==> src/rtl/fsm.sv <==
// rtl/fsm.sv - garage-door motor controller FSM; optional FAULT state under FSM_FAULT_EN
// Motor enables are Mealy outputs decoded from next state and forced low while RST is high.
module fsm (
    input  logic CLK,
    input  logic RST,
    input  logic Activate,
    input  logic Up_Max,
    input  logic Down_Max,
    output logic Up_Motor,
    output logic Down_Motor
);

`ifdef FSM_FAULT_EN
    typedef enum logic [1:0] {
        IDLE  = 2'b00,
        MV_UP = 2'b01,
        MV_DN = 2'b10,
        FAULT = 2'b11
    } state_t;
`else
    typedef enum logic [1:0] {
        IDLE  = 2'b00,
        MV_UP = 2'b01,
        MV_DN = 2'b10
    } state_t;
`endif

    state_t r_state;
    state_t w_next_state;
    logic   w_limit_conflict;

    assign w_limit_conflict = Up_Max && Down_Max;

    always_ff @(posedge CLK or posedge RST) begin
        if (RST) begin
            r_state <= IDLE;
        end else begin
            r_state <= w_next_state;
        end
    end

    always_comb begin
        w_next_state = IDLE;
        case (r_state)
            IDLE: begin
                // Mid-travel activation opens the door toward the safe position.
                if (!Activate)                   w_next_state = IDLE;
                else if (Up_Max && !Down_Max)    w_next_state = MV_DN;
                else if (Down_Max && !Up_Max)    w_next_state = MV_UP;
                else if (w_limit_conflict)       w_next_state = IDLE;
                else                             w_next_state = MV_UP;
            end
            MV_UP: w_next_state = Up_Max   ? IDLE : MV_UP;
            MV_DN: w_next_state = Down_Max ? IDLE : MV_DN;
`ifdef FSM_FAULT_EN
            FAULT: w_next_state = w_limit_conflict ? FAULT : IDLE;
`endif
            default: w_next_state = IDLE;
        endcase
`ifdef FSM_FAULT_EN
        if (w_limit_conflict) begin
            w_next_state = FAULT;
        end
`endif
    end

    assign Up_Motor   = !RST && (w_next_state == MV_UP);
    assign Down_Motor = !RST && (w_next_state == MV_DN);

endmodule

==> config.mk <==
export PLATFORM = sky130hd
export DESIGN_NAME = fsm
export DESIGN_NICKNAME = d
export VERILOG_FILES = /design/src/rtl/fsm.sv
export SDC_FILE = /design/constraint.sdc
export NUM_CORES = 1
export LEC_CHECK = 0
export CORE_AREA = 2 2 39 41
export DETAILED_ROUTE_END_ITERATION = 16
export DIE_AREA = 0 0 41 43
export SLEW_MARGIN = 10
export SYNTH_ARGS = -nofsm -noshare
export SYNTH_HDL_FRONTEND = slang
export SYNTH_SLANG_ARGS = --single-unit
==> constraint.sdc <==
create_clock -name CLK -period 1.11 [get_ports CLK]
set_clock_uncertainty 0.2 [all_clocks]
set_input_delay 0.1665 -clock CLK [delete_from_list [all_inputs] [get_ports CLK]]
set_output_delay 0.1665 -clock CLK [all_outputs]
set_load 0.02 [all_outputs]
==> metrics.md <==
| Metric | Value |
|---|---|
| Status | complete, but fails checks |
| Failing checks | negative setup slack |
| Finished Core Util | 0.175 |
| Routed WL | 310 um |
| Yosys Warn Count | 0 |
| Yosys cell types | 6 |
| Synth Instances | 9 |
| CTS clk-pin slew, worst paths | 0.03 ns |
| Worst-Skew Late Latency | 0.22 ns |
| Vias in the first global route | ~130 |
| Nets | 27 |
| Seq/Total Area, Yosys | 0.494 |
| CTS root buf | clkbuf_4 |
| 1st-iter DRT viols | 0 |
| RSZ-0062 raised after global routing | yes |
| Clock sink total | 2 |
| Port bufs | 6 |
| Maximum vdd drop | 0.000516 V |
| Area leader, netlist | dfrtp_1 |
| Total number of vias | 109 |
| Final setup fails | 2 |
| Dpl hpwl | approximately 220 um |
| Slew margin rel. | 0.846 |
| Core area | 1380 um^2 |
| Setup WS pre-CTS | -0.901 ns |
| Crit path max fanout | 3 |
| Mux contribution to synthesized area | 0 |
| Setup TNS | -0.571 ns |
| Synth Register Bits | 2 |
| Die Area | between 1500 and 2000 um^2 |
| Post-synthesis compound-gate area fraction | 0.0864 |
| Dpl cell area | 206 um^2 |
| Syn avg cell area | between 10 and 15 um^2 |
| WL/cell | approximately 8.6 um |
| WP data arrival | 1.04 ns |
| Total GRT Usage | 0.0502 |
| Asr flop ratio synth | 1.00 |
| Post-synth top cells | dfrtp_1 (2), nor3_1 (2), nor4_2 (2) |
| Req. time, crit path | ~0.74 ns |
| Pins Over Slew Limit | 0 |
| Starting Density | 0.0732 |
| Drt pass-1 iters | 1 |
| Die width | 41 um |
| Number of synthesized flops with an enable pin | 0 |
| Vert. Die Dim | between 40 and 50 um |
| Largest net degree at the start of global routing | 4 |
| Slew @ Worst Pin | 0.230 ns |
| Row Count | 14 |
| Area contributors post-synth | dfrtp_1 (49%), nor4_2 (25%), nor3_1 (9.9%), a21oi_2 (8.6%), inv_1 (3.7%) |
| Clock Tree Buf Depth | 2 |
| Antenna cells | 0 |
| Register area | 51.3 um^2 |
| Slowest CP cell | dfrtp_1 |
| Crit path time final | 1.41 ns |
| Synthesized Nets | 14 |
| R2r setup slk | 0.01 ns |
| Max reg flops | 2 |
| Dpl cells | 32 |
| Number of fill cells | 153 |
| Initial antenna violation count | 0 |
| Htree depth | 1 |
| Remaining Overflow, GRT | 0 |
| Critical-path cell list | a21oi_2 > nor4_4 > buf_4 |
| Multi-input combinational cell area | 77.6 um^2 |
| Synth Area in Simple Gates | 0.383 |
| First-pass GRT wire length | 503 um |
| Design area | 243 um^2 |
| Pwr Total | 0.304 mW |
| Num CTS Buffers | 3 |
| Setup WS post-layout | -0.296 ns |
| Crit path kind | reg -> out |
| RD Place Congestion | 0.543 |
| Leak pwr | 0.0983 nW |
| HP Class | in -> reg |
| Worst hold slack | 0.126 ns |
| Post-Layout Cell Count | 36 |
| Area share of the largest cell type after synthesis | 0.494 |
| CP peak stage delay | 0.41 ns |
| Post-route ant nets | 0 |
| Adder-Cell Fraction of Synth Area | 0 |
| Vias per cell | around 3.0 |
| TritonCTS clock tree | yes |
| Endpoint type of the worst setup path | output port |
| MaxCap Viol Count | 0 |
| PD cells | between 1000 and 1500 nW/um^2 |
| Startpoint types | flip-flop |
| Share of cells above drive strength 1 | 0.600 |
| Hold Violations, Final | 0 |
| Main combinational cell family by area after synthesis | simple AND/OR/NAND/NOR gates |
| Fin crit share | 1.27 |
| Most used DFF post-synth | dfrtp_1 |
| XOR/XNOR Fraction of Synth Area | 0 |
| Top flop regs | r_state x2 |
| Cell area after synthesis | around 100 um^2 |
| Fmax | 711 MHz |
| Syn-to-layout area delta | 140% |
| Residual DRC count | 0 |
| Boundary Pins | 7 |
| Top reg by flops | r_state |
==> cell usage in the layout, fill, tap and decap left out <==
| cell type | instances |
|---|---|
| a21oi_2 | 1 |
| buf_4 | 3 |
| clkbuf_4 | 3 |
| dfrtp_1 | 1 |
| dfrtp_2 | 1 |
| dlygate4sd2_1 | 4 |
| dlygate4sd3_1 | 1 |
| inv_1 | 1 |
| nor2_4 | 1 |
| nor3_1 | 1 |
| nor3_2 | 1 |
| nor4_4 | 2 |
==> repair_timing <==
item | CTS | global route
resized for setup | 17 | 1
setup endpoints to repair | 3 | 3
gates cloned | 0 | 0
hold buffers | 1 | 0
buffers inserted | 0 | 0
hold endpoints to repair | 2 | 0
==> final cells by class <==
type,instances,area share
multi-input combinational,6,0.320
timing repair buffer,8,0.278
sequential,2,0.211
clock buffer,3,0.0928
tap,16,0.0825
inverter,1,0.0155
==> cells by family after synthesis <==
group | after synthesis
and+or+nand+nor | 5
DFF | 2
buffers and inverters | 1
AOI/OAI and AO/OA | 1
==> layer usage <==
layer,wire (um),share of wire,up-vias,GRT usage
li1,-,-,55,-
met1,157,0.51,47,0.0545
met2,134,0.43,7,0.0563
met3,18,0.058,0,0.0157
met4,0,0,0,0.0800
met5,0,0,-,0
==> power breakdown <==
group	internal (mW)	total [mW]	switching, mW
Sequential	0.0791	0.0880	0.00888
Combinational	0.0284	0.0565	0.0281
Clock	0.119	0.160	0.0408
Total	0.227	0.304	0.0777
==> final timing paths <==
check | startpoint | end | cells past startpoint
setup / recovery | r_state[1] | Down_Motor | 3
hold / removal | Down_Max | r_state[1] | 2
setup reg to reg | r_state[1] | r_state[1] | 3
hold reg to reg | r_state[0] | r_state[1] | 1
max in group asynchronous | RST | r_state[0] | 3
min in group asynchronous | RST | r_state[1] | 3
==> worst max-delay path: cells and delay by family (launching register included) <==
kind / cells / cell delay [ns]
AOI/OAI and AO/OA: 1 / 0.20
buffers and inverters: 1 / 0.16
and+or+nand+nor: 1 / 0.05
DFF: 1 / 0.41
Power figures use the tool's default switching activity.
